`config.mk`:
```
export PLATFORM = sky130hd
export DESIGN_NAME = opb_register_bank_ppc2simulink_flat
export DESIGN_NICKNAME = d
export VERILOG_FILES = /design/src/rtl/opb_register_bank_ppc2simulink_if.sv /design/src/rtl/opb_register_bank_ppc2simulink.sv /design/src/flat_wrapper.sv
export SDC_FILE = /design/constraint.sdc
export NUM_CORES = 1
export LEC_CHECK = 0
export BUFFER_PORTS_ARGS = -buffer_cell sky130_fd_sc_hd__buf_2
export CORE_UTILIZATION = 52
export DETAILED_ROUTE_END_ITERATION = 6
export GPL_TIMING_DRIVEN = 0
export PLACE_DENSITY = 0.81
export SLEW_MARGIN = 5
export SYNTH_ARGS = -nofsm -noshare
export SYNTH_HDL_FRONTEND = slang
export SYNTH_SLANG_ARGS = --single-unit
```
`constraint.sdc`:
```
create_clock -name OPB_Clk -period 4 [get_ports OPB_Clk]
set_input_delay 1.2 -clock OPB_Clk [delete_from_list [all_inputs] [get_ports OPB_Clk]]
set_output_delay 1.2 -clock OPB_Clk [all_outputs]
set_load 0.1 [all_outputs]
```
`src/rtl/opb_register_bank_ppc2simulink_if.sv`:
```
// OPB bus bundle between a master and the register bank slave.
// Bit 0 is the MSB of every vector, matching OPB ordering.
interface opb_register_bank_ppc2simulink_if;
  logic [0:31] OPB_ABus;
  logic [0:3]  OPB_BE;
  logic [0:31] OPB_DBus;
  logic        OPB_RNW;
  logic        OPB_select;
  logic        OPB_seqAddr;
  logic [0:31] Sl_DBus;
  logic        Sl_errAck;
  logic        Sl_retry;
  logic        Sl_toutSup;
  logic        Sl_xferAck;

  modport master (
    output OPB_ABus, OPB_BE, OPB_DBus,
    output OPB_RNW, OPB_select, OPB_seqAddr,
    input  Sl_DBus, Sl_errAck, Sl_retry,
    input  Sl_toutSup, Sl_xferAck
  );

  modport slave (
    input  OPB_ABus, OPB_BE, OPB_DBus,
    input  OPB_RNW, OPB_select, OPB_seqAddr,
    output Sl_DBus, Sl_errAck, Sl_retry,
    output Sl_toutSup, Sl_xferAck
  );
endinterface

```
`src/rtl/opb_register_bank_ppc2simulink.sv`:
```
// OPB slave bank of 32-bit software registers feeding user logic.
// Define OPB_REG_BANK_SHADOW_EN for shadow registers with atomic commit.
module opb_register_bank_ppc2simulink #(
  parameter logic [31:0] C_BASEADDR   = 32'h01008200,
  parameter logic [31:0] C_HIGHADDR   = 32'h010082FF,
  parameter int          C_OPB_AWIDTH = 32,
  parameter int          C_OPB_DWIDTH = 32,
  parameter int          C_NUM_REGS   = 4,
  parameter logic [31:0] C_RESET_VAL  = 32'h00000000,
  parameter              C_FAMILY     = "virtex6"
) (
  input  logic                        OPB_Clk,
  input  logic                        OPB_Rst,
  opb_register_bank_ppc2simulink_if.slave opb,
  output logic [32*C_NUM_REGS-1:0]    user_data_out,
  output logic [C_NUM_REGS-1:0]       user_wr_stb
);

  typedef logic [C_NUM_REGS-1:0][31:0] bank_t;

  localparam int unused_cfg =
    C_OPB_AWIDTH + C_OPB_DWIDTH + $bits(C_FAMILY);

  logic [31:0] abus;
  logic [31:0] wdata;
  logic [31:0] offset;
  logic [31:0] idx;
  logic [31:0] rdata;
  logic        in_win;
  logic        hit;
  logic        take;
  logic        wr;
  logic        rd;

  logic                  ack_q, ack_d;
  logic                  lock_q, lock_d;
  logic [31:0]           dbus_q, dbus_d;
  logic [C_NUM_REGS-1:0] stb_q, stb_d;
  bank_t                 regs_q, regs_d;
`ifdef OPB_REG_BANK_SHADOW_EN
  bank_t                 shadow_q, shadow_d;
  logic [C_NUM_REGS-1:0] pend_q, pend_d;
`endif

  logic unused_bits;
  assign unused_bits = ^{opb.OPB_seqAddr, offset[1:0]};

  function automatic logic [31:0] merge(
    input logic [31:0] old,
    input logic [31:0] wd,
    input logic [0:3]  be
  );
    logic [31:0] r;
    r = old;
    for (int k = 0; k < 4; k++) begin
      if (be[k]) r[31-8*k -: 8] = wd[31-8*k -: 8];
    end
    return r;
  endfunction

  assign abus   = opb.OPB_ABus;
  assign wdata  = opb.OPB_DBus;
  assign in_win = (abus >= C_BASEADDR) && (abus <= C_HIGHADDR);
  assign offset = abus - C_BASEADDR;
  assign idx    = {2'b00, offset[31:2]};
  assign hit    = opb.OPB_select & in_win;
  // lock_q keeps a select held past its ack from being taken twice
  assign take   = hit & ~ack_q & ~lock_q;
  assign wr     = take & ~opb.OPB_RNW;
  assign rd     = take & opb.OPB_RNW;

  always_comb begin
    regs_d = regs_q;
    stb_d  = '0;
    rdata  = '0;
`ifdef OPB_REG_BANK_SHADOW_EN
    shadow_d = shadow_q;
    pend_d   = pend_q;
`endif
    for (int i = 0; i < C_NUM_REGS; i++) begin
      if (idx == 32'(i)) begin
`ifdef OPB_REG_BANK_SHADOW_EN
        rdata = shadow_q[i];
        if (wr) begin
          shadow_d[i] = merge(shadow_q[i], wdata, opb.OPB_BE);
          pend_d[i]   = 1'b1;
        end
`else
        rdata = regs_q[i];
        if (wr) begin
          regs_d[i] = merge(regs_q[i], wdata, opb.OPB_BE);
          stb_d[i]  = 1'b1;
        end
`endif
      end
    end
`ifdef OPB_REG_BANK_SHADOW_EN
    if (idx == 32'(C_NUM_REGS)) begin
      rdata = 32'(pend_q);
      if (wr && wdata[0] && opb.OPB_BE[3]) begin
        regs_d = shadow_q;
        stb_d  = pend_q;
        pend_d = '0;
      end
    end
`endif
    ack_d  = take;
    lock_d = hit & (ack_q | lock_q);
    dbus_d = rd ? rdata : 32'h0;
  end

  always_ff @(posedge OPB_Clk) begin
    if (OPB_Rst) begin
      ack_q  <= 1'b0;
      lock_q <= 1'b0;
      dbus_q <= '0;
      stb_q  <= '0;
      regs_q <= {C_NUM_REGS{C_RESET_VAL}};
`ifdef OPB_REG_BANK_SHADOW_EN
      shadow_q <= {C_NUM_REGS{C_RESET_VAL}};
      pend_q   <= '0;
`endif
    end else begin
      ack_q  <= ack_d;
      lock_q <= lock_d;
      dbus_q <= dbus_d;
      stb_q  <= stb_d;
      regs_q <= regs_d;
`ifdef OPB_REG_BANK_SHADOW_EN
      shadow_q <= shadow_d;
      pend_q   <= pend_d;
`endif
    end
  end

  assign opb.Sl_DBus    = dbus_q;
  assign opb.Sl_xferAck = ack_q;
  assign opb.Sl_errAck  = 1'b0;
  assign opb.Sl_retry   = 1'b0;
  assign opb.Sl_toutSup = 1'b0;
  assign user_data_out  = regs_q;
  assign user_wr_stb    = stb_q;

endmodule

```
`src/flat_wrapper.sv`:
```
// flat-port wrapper written by rule: the top's interface ports become plain ports
module opb_register_bank_ppc2simulink_flat 
#(
  parameter logic [31:0] C_BASEADDR   = 32'h01008200,
  parameter logic [31:0] C_HIGHADDR   = 32'h010082FF,
  parameter int          C_OPB_AWIDTH = 32,
  parameter int          C_OPB_DWIDTH = 32,
  parameter int          C_NUM_REGS   = 4,
  parameter logic [31:0] C_RESET_VAL  = 32'h00000000,
  parameter              C_FAMILY     = "       "
)
  (OPB_Clk, OPB_Rst, user_data_out, user_wr_stb, opb_OPB_ABus, opb_OPB_BE, opb_OPB_DBus, opb_OPB_RNW, opb_OPB_select, opb_OPB_seqAddr, opb_Sl_DBus, opb_Sl_errAck, opb_Sl_retry, opb_Sl_toutSup, opb_Sl_xferAck);
  opb_register_bank_ppc2simulink_if opb_i ();
  input  logic OPB_Clk;
  input  logic OPB_Rst;
  output logic [32*C_NUM_REGS-1:0] user_data_out;
  output logic [C_NUM_REGS-1:0] user_wr_stb;
  input wire logic [$bits(opb_i.OPB_ABus)-1:0] opb_OPB_ABus;
  input wire logic [$bits(opb_i.OPB_BE)-1:0] opb_OPB_BE;
  input wire logic [$bits(opb_i.OPB_DBus)-1:0] opb_OPB_DBus;
  input wire logic [$bits(opb_i.OPB_RNW)-1:0] opb_OPB_RNW;
  input wire logic [$bits(opb_i.OPB_select)-1:0] opb_OPB_select;
  input wire logic [$bits(opb_i.OPB_seqAddr)-1:0] opb_OPB_seqAddr;
  output wire logic [$bits(opb_i.Sl_DBus)-1:0] opb_Sl_DBus;
  output wire logic [$bits(opb_i.Sl_errAck)-1:0] opb_Sl_errAck;
  output wire logic [$bits(opb_i.Sl_retry)-1:0] opb_Sl_retry;
  output wire logic [$bits(opb_i.Sl_toutSup)-1:0] opb_Sl_toutSup;
  output wire logic [$bits(opb_i.Sl_xferAck)-1:0] opb_Sl_xferAck;
  assign opb_i.OPB_ABus = opb_OPB_ABus;
  assign opb_i.OPB_BE = opb_OPB_BE;
  assign opb_i.OPB_DBus = opb_OPB_DBus;
  assign opb_i.OPB_RNW = opb_OPB_RNW;
  assign opb_i.OPB_select = opb_OPB_select;
  assign opb_i.OPB_seqAddr = opb_OPB_seqAddr;
  assign opb_Sl_DBus = opb_i.Sl_DBus;
  assign opb_Sl_errAck = opb_i.Sl_errAck;
  assign opb_Sl_retry = opb_i.Sl_retry;
  assign opb_Sl_toutSup = opb_i.Sl_toutSup;
  assign opb_Sl_xferAck = opb_i.Sl_xferAck;
  opb_register_bank_ppc2simulink #(.C_BASEADDR(C_BASEADDR), .C_HIGHADDR(C_HIGHADDR), .C_OPB_AWIDTH(C_OPB_AWIDTH), .C_OPB_DWIDTH(C_OPB_DWIDTH), .C_NUM_REGS(C_NUM_REGS), .C_RESET_VAL(C_RESET_VAL), .C_FAMILY(C_FAMILY)) u_core (.OPB_Clk(OPB_Clk), .OPB_Rst(OPB_Rst), .opb(opb_i), .user_data_out(user_data_out), .user_wr_stb(user_wr_stb));
endmodule
```
## Word-level counts from Yosys, hierarchy flattened

Index checks and enable logic that the tools add are counted.

- Bits in registers: 166
- Bits of input ports: 73
- Output and inout port bits: 168
- Word-level logic and storage cells: 72

- Bitwise operators: 15
- Eq/ne operators: 3
- Magnitude comparators: 2
- Mux-type cells: 5
- Reductions and logical operators: 23
- Add/sub/neg operators: 1

Operators with widths:

| kind | number |
|---|---|
| 2-to-1 mux 32 bit | 4 |
| == test 30 x 2 -> 1 bit (second input constant) | 2 |
| AND reduction 3 bit | 16 |
| greater-or-equal comparator 32 x 25 -> 1 bit (second input constant) | 1 |
| less-or-equal comparator 32 x 25 -> 1 bit (second input constant) | 1 |
| logical NOT 32 bit | 1 |
| subtractor 32 x 25 -> 32 bit (second input constant) | 1 |
| == test 30 x 1 -> 1 bit (second input constant) | 1 |
| OR reduction 2 bit | 5 |
| NOT 1 bit | 8 |
| bitwise AND 1 bit | 6 |
| logical AND 1 bit | 1 |
| 2-to-1 mux 1 bit | 1 |
| OR 1 bit | 1 |

## Logic depth before layout (Yosys ltp)

Gate-level depths: netlist of run 1.

- Depth in word-level cells: 8
- Depth in mapped cells: 10
- Gate-level depth less buffers: 8

## Worst setup path after synthesis of run 1

Ideal clock, no wire load.

- Path type: input to register
- Start point: input opb_OPB_ABus[9]
- End point: register u_core.dbus_q[20] (netlist: u_core.opb.Sl_DBus[11])
- Arrival time: 3.278 ns
- Setup time: 0.136 ns
- Setup slack: 0.586 ns
- Path buffers: 2
- Stages: 10
- Required time: 3.864 ns
- Path through: inv_1 -> ha_1 -> nor4b_1 -> nand2_1 -> or3_1 -> nor4_2 -> and2_1 -> buf_2 -> buf_2 -> a311oi_2

- Cells in the longest elaborated chain, start to end: 8
- Elaborated cells between the ends (all ways): 18

Ends and longest elaborated chain:

| item | RTL line | text |
|---|---|---|
| from (decl) | flat_wrapper.sv:18 | `input wire logic [$bits(opb_i.OPB_ABus)-1:0] opb_OPB_ABus;` |
| parallel branches: the longest is 8 deep, another holds subtractor 32 x 25 -> 32 bit | -- |  |
| to (signal assigned) | opb_register_bank_ppc2simulink.sv:126 | `dbus_q <= dbus_d;` |
| to (decl) | opb_register_bank_ppc2simulink.sv:37 | `logic [31:0] dbus_q, dbus_d;` |

Parallel ways; which one is timed is not known.
A chain may end at the register's enable or synchronous reset.

## Worst setup path after layout of run 1

- Start point: input opb_OPB_ABus[9]
- End point: register u_core.regs_q (netlist bit u_core.user_data_out[30])

- Cells in the longest elaborated chain, start to end: 7
- Elaborated cells between the ends (all ways): 10

Ends and longest elaborated chain:

| item | RTL line | text |
|---|---|---|
| greater-or-equal comparator 32 x 25 -> 1 bit or less-or-equal comparator 32 x 25 -> 1 bit (tied branches) | opb_register_bank_ppc2simulink.sv:63 | `assign in_win = (abus >= C_BASEADDR) && (abus <= C_HIGHADDR);` |
| logical AND 1 bit | opb_register_bank_ppc2simulink.sv:63 |  |
| bitwise AND 1 bit | opb_register_bank_ppc2simulink.sv:66 | `assign hit = opb.OPB_select & in_win;` |
| bitwise AND 1 bit (2 in series) | opb_register_bank_ppc2simulink.sv:68 | `assign take = hit & ~ack_q & ~lock_q;` |
| bitwise AND 1 bit | opb_register_bank_ppc2simulink.sv:69 | `assign wr = take & ~opb.OPB_RNW;` |
| AND reduction 3 bit (no line) * | -- |  |
| to (signal assigned) | opb_register_bank_ppc2simulink.sv:118 | `regs_q <= {C_NUM_REGS{C_RESET_VAL}};` |
| to (signal assigned) | opb_register_bank_ppc2simulink.sv:128 | `regs_q <= regs_d;` |
| to (decl) | opb_register_bank_ppc2simulink.sv:39 | `bank_t regs_q, regs_d;` |

Every way passes the cells marked *; elsewhere a longest branch is shown, timed or not.

==> summary.md, run 1 <==
| Metric | Value |
|---|---|
| Worst Tran Pin Value | `0.959 ns` |
| Fillers | `1196` |
| CTS buffer count | `17` |
| Die area | `0.0159 mm^2` |
| Clock sinks | `166` |
| Via count of the first global-routing pass | `6529` |
| Critical path peak fanout | `8` |
| Post-synth EDFFs | `0` |
| DR iter-0 viols | `358` |
| Post-synth cell types | `63` |
| Largest net degree at the start of global routing | `17` |
| CP required | `4.36 ns` |
| GRT Total Usage | `0.304` |
| Clk_lat worst skew | `0.43 ns` |
| Dpl hpwl | `16.7 mm` |
| Multi-input gate area | `0.00442 mm^2` |
| Final setup fails | `0` |
| Worst slack at placement | `-0.377 ns` |
| Final worst slack | `0.189 ns` |
| Setup Buffers After CTS | `0` |
| Cells resized by post-CTS repair | `0` |
| Min cycle time layout | `3.81 ns` |
| Number of cell rows | `45` |
| Worst Skew | `0.0124 ns` |
| Post-synthesis async set-or-reset flop share | `0` |
| Routed length per instance | `20.0 um` |
| Most used DFF post-synth | `dfxtp_1` |
| Post-CTS Hold Fix Bufs | `0` |
| CTS root buffer | `clkbuf_16` |
| Yosys reg bits | `166` |
| Pre-antenna DRT Iters | `4` |
| Final hold vios | `0` |
| Leak Pwr | `4.95 nW` |
| Status | `complete, no violations` |
| Mapped Cells | `734` |
| Dominant cell type by area after synthesis | `dfxtp_1` |
| Top post-synthesis cells by count | `166 x dfxtp_1, 162 x nand2b_1, 128 x mux2i_1` |
| Number of port buffers | `231` |
| Synth top area cells | `dfxtp_1 41%, mux2i_1 16%, nand2b_1 13%` |
| Worst-path clk slew | `0.07 ns` |
| Wire length of the first global-routing pass | `36.7 mm` |
| Total I/O pin count | `241` |
| Fmax | `262 MHz` |
| Worst relative slew slack | `0.361` |
| DRC violations left | `0` |
| Area delta synth->final | `25.2%` |
| Critical path data arrival time | `4.17 ns` |
| Final Wtd Congestion | `0.902` |
| Reg area | `0.00332 mm^2` |
| Seq/Total Area, Yosys | `0.414` |
| RSZ-0062 raised after global routing | `false` |
| H-tree depth | `4` |
| Final hold slack | `0.484 ns` |
| Critical path class | `in -> reg` |
| Total congestion overflow | `0` |
| Setup crit end kind | `flip-flop` |
| Vias/cell | `5.65` |
| Mean post-synth cell area | `10.9 um^2` |
| Max Transition Viols Final | `0` |
| Ys Warns | `0` |
| Die X | `126 um` |
| Top-area cell type share of the netlist area | `0.414` |
| Initial Util | `0.530` |
| Initial antenna violation count | `0` |
| Core Area | `0.0151 mm^2` |
| Min-delay worst type | `reg -> reg` |
| Max_cap viols | `0` |
| Vias | `6711` |
| # nets final | `1060` |
| Layout Utilization | `0.663` |
| Die Y | `126 um` |
| Routed Antenna Nets | `0` |
| Final period util | `0.953` |
| Peak VDD IR | `298 uV` |
| Max Root-Sink Buffers | `2` |
| Final wirelength | `23.8 mm` |
| Top-count cell post-synth | `dfxtp_1` |
| Worst setup SP type | `primary input` |
| Syn Std Cell Area | `0.00803 mm^2` |
| CTS tree | `built` |
| Layout cells sized above 1 | `0.348` |
| PwrDens | `359 mW/mm^2` |
-- kinds of logic (layout without fill, tap and decap cells) --
logic type | Yosys count | in the layout | synth area share
AND/OR/NAND/NOR | 280 | 280 | 0.249
flip-flops | 166 | 166 | 0.414
multiplexers | 161 | 161 | 0.230
buffers and inverters | 65 | 327 | 0.0377
AO/OA/AOI/OAI | 58 | 58 | 0.0649
XOR/XNOR | 2 | 2 | 0.00218
adder cells (fa/ha/maj) | 1 | 1 | 0.00156
other | 1 | 4 | 0.000467
-- path summary, 6_finish.rpt --
| kind | endpoint | depth (start not counted) | slack (ns) | startpoint |
|---|---|---|---|---|
| setup / recovery | u_core.user_data_out[30]$_SDFFE_PP0P_ | 8 | 0.19 | opb_OPB_ABus[9] |
| hold / removal | u_core.opb.Sl_DBus[16]$_SDFF_PP0_ | 2 | 0.48 | u_core.user_data_out[111]$_SDFFE_PP0P_ |
| setup reg to reg | u_core.user_data_out[30]$_SDFFE_PP0P_ | 5 | 1.56 | u_core.opb.Sl_xferAck$_SDFF_PP0_ |
| hold reg to reg | u_core.opb.Sl_DBus[16]$_SDFF_PP0_ | 2 | 0.48 | u_core.user_data_out[111]$_SDFFE_PP0P_ |
-- cell type report --
cell class,count,area share
Clock inverter,10,0.0146
Timing Repair Buffer,231,0.115
Sequential cell,166,0.331
Multi-Input combinational cell,505,0.440
Antenna cell,1,0.000249
Tap cell,188,0.0234
Buffer,46,0.0230
Clock buffer,21,0.0458
Inverter,19,0.00710
-- layer usage --
layer	global-route usage	wire (um)
met1	0.382	10200
met2	0.513	11500
met3	0.0705	1610
met4	0.0999	436
met5	0	0
-- critical path: stages --
cell      delay [ns]
buf_2           0.14
inv_1           0.09
ha_1            0.25
a21boi_0        0.59
mux2_2          0.45
nor4_4          0.53
nand4_2         0.59
mux2i_1         0.32
-- stage by stage --
stage / instances / power (mW) / TNS, ns / instance area, um^2
2_1_floorplan: 736 / 1.84 / 0 / 8030
3_3_place_gp: 1155 / 1.94 / -13.90 / 9420
3_5_place_dp: 1155 / 1.94 / -21.38 / 9420
4_1_cts: 1186 / 3.61 / 0 / 10000
5_1_grt: 1186 / 3.70 / 0 / 10000
6_report: 1187 / 3.60 / 0 / 10000
-- sequential cells by signal, summed over array words and instances (netlist names) --
register and count:
u_core.lock_q 1, u_core.opb.Sl_DBus 32, u_core.opb.Sl_xferAck 1, u_core.user_data_out 128
u_core.user_wr_stb 4
-- where the power goes --
group	internal [mW]	switching, mW
sequential	1.65	0.000000000862
combinational	0.0979	0.160
clock	1.02	0.674
-- cells in the final DEF, fill, tap and decap left out, types with 4 or more instances in the layout --
master	netlist	layout
a21oi_1	4	4
a311oi_1	5	5
a311oi_2	10	10
and2_1	7	7
and2b_1	6	6
and3_1	17	17
and4_1	5	5
buf_2	8	239
buf_4	5	5
buf_6	4	4
clkbuf_1	28	30
clkbuf_16	0	17
dfxtp_1	166	166
inv_1	19	19
mux2_2	16	16
mux2i_1	128	128
mux4_2	17	17
nand2_1	6	6
nand2b_1	162	162
nand4_4	10	10
nor2_1	10	10
nor2b_1	13	13
nor3_1	7	7
nor4_1	6	6
nor4_2	4	4
o22ai_1	17	17
No activity file was read; power rests on OpenSTA's default activity.
==> run 2, diff against run 1 <==
Settings changed: GPL_ROUTABILITY_DRIVEN set to 1, REMOVE_ABC_BUFFERS set to 1.
==> summary.md, run 2 (synthesized netlist as in run 1, its figures left out) <==
| Metric | Value |
|---|---|
| Critical path data arrival time | `4.17 ns (about the same)` |
| Reg area | `0.00332 mm^2 (unchanged)` |
| Vias/cell | `5.65 (about the same)` |
| Layout cells sized above 1 | `0.358 (+0.0102)` |
| Worst path cell trace | `buf_2 > nor4_2 > and2_1 > a21oi_1 > nor4_2 > nand4b_4 > a311oi_2` |
| GRT met3 Usage | `0.0714 (+0.000850)` |
| Clock sinks | `166 (unchanged)` |
| Max Transition Viols Final | `0 (unchanged)` |
| Slowest CP cell | `nor4_2` |
| Peak VDD IR | `302 uV (+1.1%)` |
| Worst setup SP type | `primary input` |
| Worst-path clk slew | `0.06 ns (about the same)` |
| Critical Path Max Stage Delay | `0.69 ns (+0.10 ns)` |
| Clk_lat worst skew | `0.42 ns (about the same)` |
| Final setup fails | `0 (unchanged)` |
| Top Usage Layer GRT | `met2` |
| Worst relative slew slack | `0.135 (-0.226)` |
| Initial Util | `0.530 (unchanged)` |
| Area delta synth->final | `24.1%` |
| Grt met1 use | `0.330 (-0.0513)` |
| Largest net degree at the start of global routing | `88 (+71)` |
| CP most frequent cell | `nor4_2` |
| Final hold vios | `0 (unchanged)` |
| Max Root-Sink Buffers | `2 (unchanged)` |
| Critical path peak fanout | `16 (+8)` |
| CP delay by family, top | `simple AND/OR/NAND/NOR gates` |
| Min cycle time layout | `3.85 ns (+0.0412 ns)` |
| Final Wtd Congestion | `0.898 (-0.47%)` |
| CTS buffer count | `17 (unchanged)` |
| GRT Total Usage | `0.269 (-0.0345)` |
| Worst Skew | `0.0128 ns (+0.000331 ns)` |
| Number of port buffers | `234 (+1.3%)` |
| Die X | `126 um (unchanged)` |
| Status | `complete, no violations` |
| Routed length per instance | `18.4 um (-8.2%)` |
| Total I/O pin count | `241 (unchanged)` |
| Fmax | `260 MHz (-1.1%)` |
| Worst Tran Pin Value | `1.29 ns (+0.329 ns)` |
| Dpl hpwl | `14.1 mm (-16%)` |
| Die Y | `126 um (unchanged)` |
| Final period util | `0.963 (+0.0103)` |
| Max_cap viols | `0 (unchanged)` |
| Fillers | `1215 (+1.6%)` |
| Final wirelength | `21.2 mm (-11%)` |
| Worst Path Buf+Inv | `1 (-1)` |
| Multi-input gate area | `0.00446 mm^2 (+1.0%)` |
| PwrDens | `349 mW/mm^2 (-2.7%)` |
| Core Area | `0.0151 mm^2 (unchanged)` |
| Pre-antenna DRT Iters | `5 (+1)` |
| DR iter-0 viols | `342 (-4.5%)` |
| H-tree depth | `4 (unchanged)` |
| Critical path class | `in -> reg` |
| CTS tree | `built` |
| Via count of the first global-routing pass | `6433 (-1.5%)` |
| Leak Pwr | `4.92 nW (-0.60%)` |
| Die area | `0.0159 mm^2 (unchanged)` |
| GR Layer Usage met2 | `0.454 (-0.0595)` |
| DRC violations left | `0 (unchanged)` |
| Final worst slack | `0.148 ns (-0.0412 ns)` |
| Min-delay worst type | `reg -> reg` |
| Total congestion overflow | `0 (unchanged)` |
| Routed Antenna Nets | `0 (unchanged)` |
| CTS root buffer | `clkbuf_16` |
| Wire length of the first global-routing pass | `33.8 mm (-7.9%)` |
| Commonest non-fill, non-tap cells in the layout | `233 x buf_2, 166 x dfxtp_1, 162 x nand2b_1` |
| # nets final | `1027 (-3.1%)` |
| Power after layout | `3.48 mW (-3.5%)` |
| Most common cell after layout, fill and taps aside | `buf_2` |
| Worst slack at placement | `-0.599 ns (-0.222 ns)` |
| CP required | `4.32 ns (-0.04 ns)` |
| Initial antenna violation count | `3 (+3)` |
| Vias | `6530 (-2.7%)` |
| Max FFs per register | `128 (unchanged)` |
| RSZ-0062 raised after global routing | `true` |
| Number of cell rows | `45 (unchanged)` |
| Setup crit end kind | `flip-flop` |
run 2: cell count changes in the layout (fill, tap and decap cells not counted), moves of 2 or more:
| cell | previous run | this run |
|---|---|---|
| buf_8 | 0 | 4 |
| clkbuf_1 | 30 | 2 |
| buf_6 | 4 | 1 |
| buf_2 | 239 | 233 |
| clkinv_2 | 2 | 4 |
| clkinv_4 | 3 | 1 |
| diode_2 | 1 | 3 |
| clkinvlp_4 | 0 | 2 |
run 2: through the flow:
stage | hold WS [ns] | setup TNS (ns) | cell area, um^2 | std cells | util
2_1_floorplan | 0.513 | -65.78 | 7800 | 690 | -
3_3_place_gp | 0.467 | -217.66 | 9210 | 1112 | 0.608
3_5_place_dp | 0.473 | -54.33 | 9340 | 1118 | 0.616
4_1_cts | 0.482 | 0 | 9920 | 1151 | 0.655
5_1_grt | 0.494 | -0.00336 | 9960 | 1154 | 0.657
6_report | 0.478 | 0 | 9960 | 1155 | 0.658
run 2: worst paths after layout:
path / start / end / slack, ns / depth (start not counted)
worst max-delay path: opb_OPB_ABus[18] / u_core.opb.Sl_DBus[31]$_SDFF_PP0_ / 0.15 / 7
worst min-delay path: u_core.user_data_out[75]$_SDFFE_PP0P_ / u_core.user_data_out[75]$_SDFFE_PP0P_ / 0.48 / 2
worst max register to register: u_core.opb.Sl_xferAck$_SDFF_PP0_ / u_core.user_data_out[74]$_SDFFE_PP0P_ / 1.39 / 4
worst min register to register: u_core.user_data_out[75]$_SDFFE_PP0P_ / u_core.user_data_out[75]$_SDFFE_PP0P_ / 0.48 / 2
run 2: power breakdown:
part / switching, mW / total, mW / leakage, nW / internal, mW
Sequential: 0.000000000730 / 1.65 / 1.34 / 1.65
Clock: 0.643 / 1.58 / 0.275 / 0.942
Combinational: 0.143 / 0.238 / 3.31 / 0.0956
run 2: what timing repair did:
action,4_1_cts,5_1_grt
gates cloned,0,1
pin swaps,1,0
endpoints found under the setup margin,48,18
resized for setup,2,2
setup buffers,3,0
hold buffers,0,0
run 2: per-layer routing:
metal | routed length [um] | share of wire | vias up
met4 | 489 | 0.023 | 0
met2 | 10200 | 0.48 | 248
met5 | 0 | 0 | -
met1 | 9050 | 0.43 | 3183
met3 | 1460 | 0.069 | 37
li1 | - | - | 3062
run 2: layout make-up:
class                   instances  share of cell area
multi-input cells             506               0.448
clock buffers                  21              0.0462
inverters                      19             0.00716
diodes                          3            0.000754
clock inverters                 9              0.0104
flip-flops and latches        166               0.334
well taps                     188              0.0236
repair buffers                243               0.130
run 2: worst register-to-register path: stages (launching register included):
cell and delay [ns]:
dfxtp_1 0.37, nor3_1 1.04, and4_1 0.31, and3_1 0.56, mux2i_1 0.27
